--- src/rtl/system_0_nios2_qsys_0_oci_dct_pkg.sv ---
// Shared constants and FSM state type for the OCI DCT atom packer.
package system_0_nios2_qsys_0_oci_dct_pkg;

  localparam int DCT_WORD_W = 30;
  localparam int DCT_CNT_W  = 4;
  localparam logic [DCT_CNT_W-1:0] DCT_MAX_ATOMS = 4'd15;

  localparam logic [1:0] DCT_ATOM_NONE = 2'b00;

  typedef enum logic [1:0] {
    ST_ACTIVE   = 2'd0,
    ST_FLUSHING = 2'd1,
    ST_DONE     = 2'd2
  } dct_state_e;

endpackage

--- src/rtl/system_0_nios2_qsys_0_oci_dct_hold.sv ---
// One-entry valid/ready holding register for completed DCT words (data + atom count).
module system_0_nios2_qsys_0_oci_dct_hold
  import system_0_nios2_qsys_0_oci_dct_pkg::*;
(
  input  logic                  clk,
  input  logic                  reset,
  input  logic                  load,
  input  logic [DCT_WORD_W-1:0] load_data,
  input  logic [DCT_CNT_W-1:0]  load_count,
  input  logic                  ready,
  output logic                  valid,
  output logic [DCT_WORD_W-1:0] data,
  output logic [DCT_CNT_W-1:0]  count
);

  logic                  valid_q, valid_d;
  logic [DCT_WORD_W-1:0] data_q, data_d;
  logic [DCT_CNT_W-1:0]  count_q, count_d;

  // A load wins over a drain so that move-and-drain in one cycle keeps the entry full.
  always_comb begin
    valid_d = valid_q;
    data_d  = data_q;
    count_d = count_q;
    if (load) begin
      valid_d = 1'b1;
      data_d  = load_data;
      count_d = load_count;
    end else if (ready) begin
      valid_d = 1'b0;
    end
  end

  always_ff @(posedge clk or posedge reset) begin
    if (reset) begin
      valid_q <= 1'b0;
      data_q  <= '0;
      count_q <= '0;
    end else begin
      valid_q <= valid_d;
      data_q  <= data_d;
      count_q <= count_d;
    end
  end

  assign valid = valid_q;
  assign data  = data_q;
  assign count = count_q;

endmodule

--- src/rtl/system_0_nios2_qsys_0_oci_dct_packer.sv ---
// Packs 2-bit DCT atoms into 30-bit words with flush handling and drop tracking.
// Optional macro OCI_DCT_DROP_COUNT_EN enables the saturating dropped-atom counter.
module system_0_nios2_qsys_0_oci_dct_packer
  import system_0_nios2_qsys_0_oci_dct_pkg::*;
#(
  parameter int DROP_CNT_W = 8
) (
  input  logic                  clk,
  input  logic                  reset,
  input  logic [1:0]            atom,
  input  logic                  flush,
  output logic [DCT_WORD_W-1:0] dct_buffer,
  output logic [DCT_CNT_W-1:0]  dct_count,
  output logic                  word_valid,
  output logic [DCT_WORD_W-1:0] word_data,
  output logic [DCT_CNT_W-1:0]  word_count,
  input  logic                  word_ready,
  output logic                  flush_done,
  output logic                  overflow,
  output logic [DROP_CNT_W-1:0] drop_count
);

  dct_state_e            state_q, state_d;
  logic [DCT_WORD_W-1:0] buf_q, buf_d;
  logic [DCT_CNT_W-1:0]  cnt_q, cnt_d;
  logic                  flush_done_q, flush_done_d;
  logic                  overflow_q, overflow_d;
  logic                  free, full, take, move, drop;

  always_comb begin
    free = !word_valid || word_ready;
    full = (cnt_q == DCT_MAX_ATOMS);
    take = (atom != DCT_ATOM_NONE) && (state_q != ST_FLUSHING);
    move = free && (full || ((state_q == ST_FLUSHING) && (cnt_q != '0)));
    drop = take && full && !move;

    buf_d = buf_q;
    cnt_d = cnt_q;
    if (move) begin
      buf_d = '0;
      cnt_d = '0;
      // The cleared buffer can absorb an atom arriving in the move cycle.
      if (take) begin
        buf_d = {{(DCT_WORD_W-2){1'b0}}, atom};
        cnt_d = 4'd1;
      end
    end else if (take && !full) begin
      buf_d = {buf_q[DCT_WORD_W-3:0], atom};
      cnt_d = cnt_q + 4'd1;
    end
    overflow_d = overflow_q | drop;
  end

  always_comb begin
    state_d      = state_q;
    flush_done_d = 1'b0;
    case (state_q)
      ST_ACTIVE:   if (flush) state_d = ST_FLUSHING;
      ST_FLUSHING: if ((cnt_q == '0) && !word_valid) begin
        state_d      = ST_DONE;
        flush_done_d = 1'b1;
      end
      ST_DONE:     state_d = ST_ACTIVE;
      default:     state_d = ST_ACTIVE;
    endcase
  end

  always_ff @(posedge clk or posedge reset) begin
    if (reset) begin
      state_q      <= ST_ACTIVE;
      buf_q        <= '0;
      cnt_q        <= '0;
      flush_done_q <= 1'b0;
      overflow_q   <= 1'b0;
    end else begin
      state_q      <= state_d;
      buf_q        <= buf_d;
      cnt_q        <= cnt_d;
      flush_done_q <= flush_done_d;
      overflow_q   <= overflow_d;
    end
  end

  system_0_nios2_qsys_0_oci_dct_hold u_hold (
    .clk        (clk),
    .reset      (reset),
    .load       (move),
    .load_data  (buf_q),
    .load_count (cnt_q),
    .ready      (word_ready),
    .valid      (word_valid),
    .data       (word_data),
    .count      (word_count)
  );

`ifdef OCI_DCT_DROP_COUNT_EN
  logic [DROP_CNT_W-1:0] drop_cnt_q, drop_cnt_d;

  always_comb begin
    drop_cnt_d = drop_cnt_q;
    if (drop && (drop_cnt_q != '1)) drop_cnt_d = drop_cnt_q + {{(DROP_CNT_W-1){1'b0}}, 1'b1};
  end

  always_ff @(posedge clk or posedge reset) begin
    if (reset) drop_cnt_q <= '0;
    else       drop_cnt_q <= drop_cnt_d;
  end

  assign drop_count = drop_cnt_q;
`else
  assign drop_count = '0;
`endif

  assign dct_buffer = buf_q;
  assign dct_count  = cnt_q;
  assign flush_done = flush_done_q;
  assign overflow   = overflow_q;

endmodule

--- config.mk ---
export PLATFORM = sky130hd
export DESIGN_NAME = system_0_nios2_qsys_0_oci_dct_packer
export DESIGN_NICKNAME = d
export VERILOG_FILES = /design/src/rtl/system_0_nios2_qsys_0_oci_dct_pkg.sv /design/src/rtl/system_0_nios2_qsys_0_oci_dct_hold.sv /design/src/rtl/system_0_nios2_qsys_0_oci_dct_packer.sv
export SDC_FILE = /design/constraint.sdc
export NUM_CORES = 1
export LEC_CHECK = 0
export ABC_AREA = 1
export CAP_MARGIN = 20
export CORE_UTILIZATION = 48
export DETAILED_ROUTE_END_ITERATION = 10
export GPL_TIMING_DRIVEN = 0
export PLACE_DENSITY = 0.8
export SYNTH_ARGS = -nofsm -noshare
export SYNTH_HDL_FRONTEND = slang
export SYNTH_SLANG_ARGS = --single-unit
--- constraint.sdc ---
create_clock -name clk -period 3.5 [get_ports clk]
set_clock_uncertainty 0.2 [all_clocks]
set_input_delay 0.7 -clock clk [delete_from_list [all_inputs] [get_ports clk]]
set_output_delay 0.7 -clock clk [all_outputs]
set_load 0.05 [all_outputs]
==> flow_summary.json, run 1 <==
{
  "syn_area_sq_um": 3050,
  "cpPeakStageDelay_ns": 0.86,
  "initial_utilization_pct": 50.6,
  "hp-start": "overflow",
  "worstMarginPinSlew_ns": 0.871,
  "worstSkewPairLatency_ns": 0.34,
  "layout_min_cycle_time_ns": 2.59,
  "crit_buf_inv": 1,
  "outcome": "completed",
  "dr.pass1.iters": 7,
  "holdWs_ns": 0.285,
  "routed_wirelength_um": 6670,
  "seq_area_sq_um": 1830,
  "cts_resized": 0,
  "cp_data_required_time_ns": 2.60,
  "synth-seq-cells": 73,
  "drive_above_1_share_pct": 8.24,
  "drt_iter0_drc": 188,
  "synth_cell_types": 20,
  "yosysSeqAreaShare_pct": 59.9,
  "fill_cells": 479,
  "place_hpwl_um": 4600,
  "vias": 2512,
  "rows": 28,
  "final_nets": 440,
  "power_density_nw_per_um2": 1080,
  "yosysWarnings": 0,
  "dieArea_sq_um": 6680,
  "crit_chain": "clkdlybuf4s50_1",
  "max_cap_viol_count": 0,
  "grt_pass1_vias": 2298,
  "clk_path_buf_depth": 2,
  "numCtsBuffers": 9,
  "cp_max_fo": 7,
  "portBuffers": 76,
  "syn_inst": 338,
  "crit_start": "dct_count[2]",
  "slew_violations": 0,
  "antenna_left": 0,
  "core_sq_um": 6030,
  "p_leak_nw": 2.03,
  "htree_levels": 3,
  "diodes": 0,
  "finalInstanceArea_sq_um": 4160,
  "antenna_found_initial": 0,
  "syn2layout_area_growth_pct": 36.2,
  "slowest_stage": "clkdlybuf4s50_1",
  "routed_via_density": 4.91,
  "gp_congestion": 0.815,
  "hold_path.class": "reg2reg",
  "die_w_um": 81.7,
  "min_period_over_period_pct": 74.1,
  "finalSetupViolCount": 0,
  "worstPathArrival_ns": 1.69,
  "syn_avg_cell_area_sq_um": 9.03,
  "post_drt_wl_per_cell_um": 13.0,
  "crit_family": "buffers and inverters",
  "slew_headroom_pct": 41.9,
  "rsz0062_at_grt": "false",
  "grt_max_degree": 74,
  "start_kind": "flip-flop",
  "die_y_um": 81.7,
  "io_pins": 85,
  "crit_path_end_kind": "output pin",
  "holdBufCountCts": 0,
  "grt_pass1_wl_um": 10800,
  "post_cts_buffers": 0,
  "r2r-start": "dct_count[0]",
  "place_area_sq_um": 3940,
  "remaining_drc_errors": 0,
  "cts_root_buf": "clkbuf_8",
  "finalHoldViolations": 0,
  "grt-ovfl-total": 0,
  "max_freq_mhz": 386,
  "cts_tree": "done",
  "gr-usage-all-layers_pct": 21.9,
  "multiInputGateArea_sq_um": 923,
  "cts_sinks": 73,
  "path_clk_slew_ns": 0.07,
  "ir_drop_mv": 0.679,
  "path_class": "reg2out"
}
[state kept, by name, summed over array words and instances (netlist names)]
register      count
u_hold.data      30
flush_done        1
dct_buffer       30
state_q           2
overflow          1
u_hold.valid      1
u_hold.count      4
dct_count         4
[final timing paths]
path / to / cells after the start / slack (ns)
max reg2reg: dct_buffer[5] / 7 / 1.40
min in group asynchronous: u_hold.data[2] / 2 / 0.68
min reg2reg: overflow / 2 / 0.28
min: overflow / 2 / 0.28
max: dct_count[2] / 1 / 0.91
max in group asynchronous: dct_buffer[25] / 2 / 1.84
[kinds of logic (layout without fill, tap and decap cells)]
kind of cell | after synthesis | in the layout | share of synthesized area [%]
buffers and inverters | 68 | 160 | 10.7
AND/OR/NAND/NOR | 155 | 155 | 21.3
XOR/XNOR | 1 | 1 | 0.287
other | 1 | 8 | 0.123
AO/OA/AOI/OAI | 38 | 38 | 6.85
adder cells (fa/ha/maj) | 2 | 2 | 0.820
flip-flops | 73 | 73 | 59.9
[routing by layer]
metal | part of all wire (%) | GRT usage (%) | vias to the layer above
li1 | - | - | 1230
met1 | 45 | 29.1 | 1194
met2 | 48 | 35.2 | 79
met3 | 4.9 | 4.33 | 9
met4 | 1.6 | 8.95 | 0
met5 | 0 | 0 | -
[layout by cell type, fill, tap and decap left out, drive strengths merged]
cell	n
inv	43
o211ai	2
clkbuf	22
xor2	1
nand3b	1
nor2	2
nor3	2
nand4	1
bufinv	2
nand3	40
o21ai	35
conb	8
dfrtp	73
clkdlybuf4s50	76
o31ai	1
ha	2
buf	17
nand2	109
[metrics by stage]
step / power [mW] / TNS [ns] / instances / util [%] / setup WS, ns
4_1_cts: 4.51 / 0 / 512 / 69.0 / 0.898
3_3_place_gp: 3.71 / -27.27 / 496 / 65.3 / -0.376
3_5_place_dp: 3.76 / 0 / 496 / 65.3 / 1.03
5_1_grt: 4.75 / 0 / 512 / 69.0 / 0.854
6_report: 4.48 / 0 / 512 / 69.0 / 0.908
2_1_floorplan: 2.98 / 0 / 345 / - / 0.747
[synthesized netlist by cell type]
cell	count	share of area [%]
clkbuf_1	8	0.98
buf_4	8	2.0
o31ai_1	1	0.25
buf_6	5	1.8
o21ai_2	3	0.86
dfrtp_1	73	60
inv_1	43	5.3
nor3_1	2	0.33
nand3_1	38	6.2
nand3_2	2	0.66
o211ai_1	2	0.49
conb_1	1	0.12
nand2_1	109	13
buf_2	4	0.66
o21ai_0	32	5.2
xor2_1	1	0.29
nand3b_1	1	0.25
nor2_1	2	0.25
nand4_1	1	0.21
ha_1	2	0.82
[final cells by class]
type                            instances  area share (%)
Inverter                               43            3.94
Timing Repair Buffer                   76            18.3
Clock buffer                           14            3.91
Sequential cell                        73            43.9
Clock inverter                          2            1.44
Buffer                                 25            4.00
Tap cell                               75            2.26
Multi-Input combinational cell        204            22.2
[where the power goes]
| part | total (mW) | internal [mW] | switching, mW | leakage [nW] |
|---|---|---|---|---|
| Clock | 0.740 | 0.442 | 0.298 | 0.111 |
| Combinational | 2.41 | 0.734 | 1.67 | 0.931 |
| Sequential | 1.34 | 1.11 | 0.229 | 0.986 |
| Total | 4.48 | 2.29 | 2.20 | 2.03 |
Note: power is estimated with default switching activity, not from simulation.
==> run 2: changes to the inputs <==
==> constraint.sdc (replaced) <==
create_clock -name clk -period 2.4 [get_ports clk]
set_clock_uncertainty 0.2 [all_clocks]
set_input_delay 0.48 -clock clk [delete_from_list [all_inputs] [get_ports clk]]
set_output_delay 0.48 -clock clk [all_outputs]
set_load 0.05 [all_outputs]
==> run 2 against run 1 <==
Compared with the run above:
- critical endpoint is now dct_count[0]
- largest cell class unchanged
- combinational power rose by 46%
- die area unchanged
- sequential share of layout area fell by 0.16 points
- cell area increased by 0.36%
- hold slack gained 0.0024 ns
- routed wire length is 2.7% higher
- utilization rose by 0.25 points
- setup slack worse by 0.83 ns
- via count is 1.5% higher
==> flow_summary.json, run 2 (same netlist as run 1, synthesis figures left out) <==
{
  "cp_max_fo": 6,
  "io_pins": 85,
  "crit_family": "buffers and inverters",
  "crit_buf_inv": 1,
  "worstHoldEndpoint": "u_hold.count[1]",
  "start_kind": "flip-flop",
  "cpPeakStageDelay_ns": 0.84,
  "core_sq_um": 6030,
  "fin_ws_ns": 0.0779,
  "cts_sinks": 73,
  "vias": 2549,
  "worstPathArrival_ns": 1.64,
  "grt-ovfl-total": 0,
  "power_density_nw_per_um2": 1560,
  "dr.pass1.iters": 5,
  "cp_data_required_time_ns": 1.72,
  "place_worst_setup_slack_ns": 0.108,
  "gp_congestion": 0.825,
  "die_w_um": 81.7,
  "cts_resized": 0,
  "initial_utilization_pct": 50.6,
  "final_nets": 441,
  "hold_path.class": "reg2reg",
  "routed_via_density": 4.97,
  "grt_pass1_wl_um": 11000,
  "htree_levels": 3,
  "min_period_over_period_pct": 96.8,
  "syn2layout_area_growth_pct": 36.7,
  "gr-usage-all-layers_pct": 22.5,
  "hp-start": "u_hold.count[1]",
  "grt_max_degree": 39,
  "rsz0062_at_grt": "false",
  "p_total_mw": 6.49,
  "finalHoldViolations": 0,
  "numCtsBuffers": 9,
  "worstSkewPairLatency_ns": 0.34,
  "holdPathStages": 2,
  "post_cts_buffers": 0,
  "holdBufCountCts": 0,
  "grt_pass1_vias": 2340,
  "r2r-start": "dct_count[0]",
  "drive_above_1_share_pct": 9.13,
  "antenna_left": 0,
  "layout_common_cells": "nand2_1, clkdlybuf4s50_1, dfrtp_1",
  "crit_path_end_kind": "output pin",
  "place_hpwl_um": 4800,
  "outcome": "completed",
  "dieArea_sq_um": 6680,
  "remaining_drc_errors": 0,
  "reg2regPathDepth": 7,
  "fin_util_pct": 69.2,
  "p_sw_mw": 3.23,
  "worstMarginPinSlew_ns": 0.817,
  "switching_share_pct": 49.8,
  "clk_path_buf_depth": 2,
  "p_seq_share_pct": 30.0,
  "crit_start": "dct_count[0]",
  "max_cap_viol_count": 0,
  "rows": 28,
  "r2r-end": "dct_buffer[20]",
  "crit_chain": "clkdlybuf4s50_1",
  "ir_drop_mv": 0.873,
  "comb_power_share_pct": 54.3,
  "slew_headroom_pct": 45.4,
  "internal_power_mw": 3.26,
  "layout_min_cycle_time_ns": 2.32,
  "diodes": 0,
  "cts_root_buf": "clkbuf_8",
  "cts_tree": "done",
  "final_common_cell": "nand2_1",
  "path_clk_slew_ns": 0.07,
  "die_y_um": 81.7,
  "portBuffers": 76,
  "drt_iter0_drc": 179,
  "antenna_found_initial": 0,
  "post_drt_wl_per_cell_um": 13.4,
  "max_freq_mhz": 431,
  "p_leak_nw": 2.05,
  "routed_wirelength_um": 6850,
  "slew_violations": 0,
  "path_class": "reg2out",
  "slowest_stage": "clkdlybuf4s50_1",
  "r2r_slack_ns": 0.34,
  "finalSetupViolCount": 0,
  "crit_cells": 1,
  "pwr-share-clk_pct": 15.7,
  "finalSetupTns_ns": 0
}
[run 2: power groups by stage]
stage | registers (mW) | clock network, mW | logic (mW)
floorplan | 3.19 | 0 | 1.15
global placement | 1.95 | 0 | 3.46
detailed placement | 1.97 | 0 | 3.53
CTS | 1.95 | 1.03 | 3.55
global route | 2.00 | 1.08 | 3.81
finish | 1.95 | 1.02 | 3.52
[run 2: cell type report]
class | instances | area, sq um
fillers | 495 | 1850
flip-flops and latches | 73 | 1830
multi-input cells | 204 | 923
repair buffers | 77 | 783
plain buffers | 25 | 166
clock buffers | 12 | 165
inverters | 43 | 165
well taps | 75 | 93.8
clock inverters | 4 | 48.8
[run 2: metal layers]
metal	share of wire, %	routed length, um	global-route usage, %	vias up
li1	-	-	-	1235
met1	45	3060	29.2	1220
met2	49	3370	37.0	85
met3	4.8	330	4.00	9
met4	1.2	83	9.30	0
met5	0	0	0	-
[run 2: how the worst max path moves through the flow]
stage	to	slack, ns
6_report	dct_count[0]	0.08
5_1_grt	dct_count[0]	0.04
4_1_cts	dct_count[2]	0.03
3_5_place_dp	dct_buffer[3]	0.11
3_3_place_gp	u_hold.data[4]	0.07
2_1_floorplan	dct_count[2]	0.35
[run 2: metrics by stage]
step,instances,hold WS [ns],area [sq um]
2_1_floorplan,345,0.308,3080
3_3_place_gp,496,0.265,3940
3_5_place_dp,497,0.272,3960
4_1_cts,513,0.291,4170
5_1_grt,513,0.316,4170
6_report,513,0.287,4170
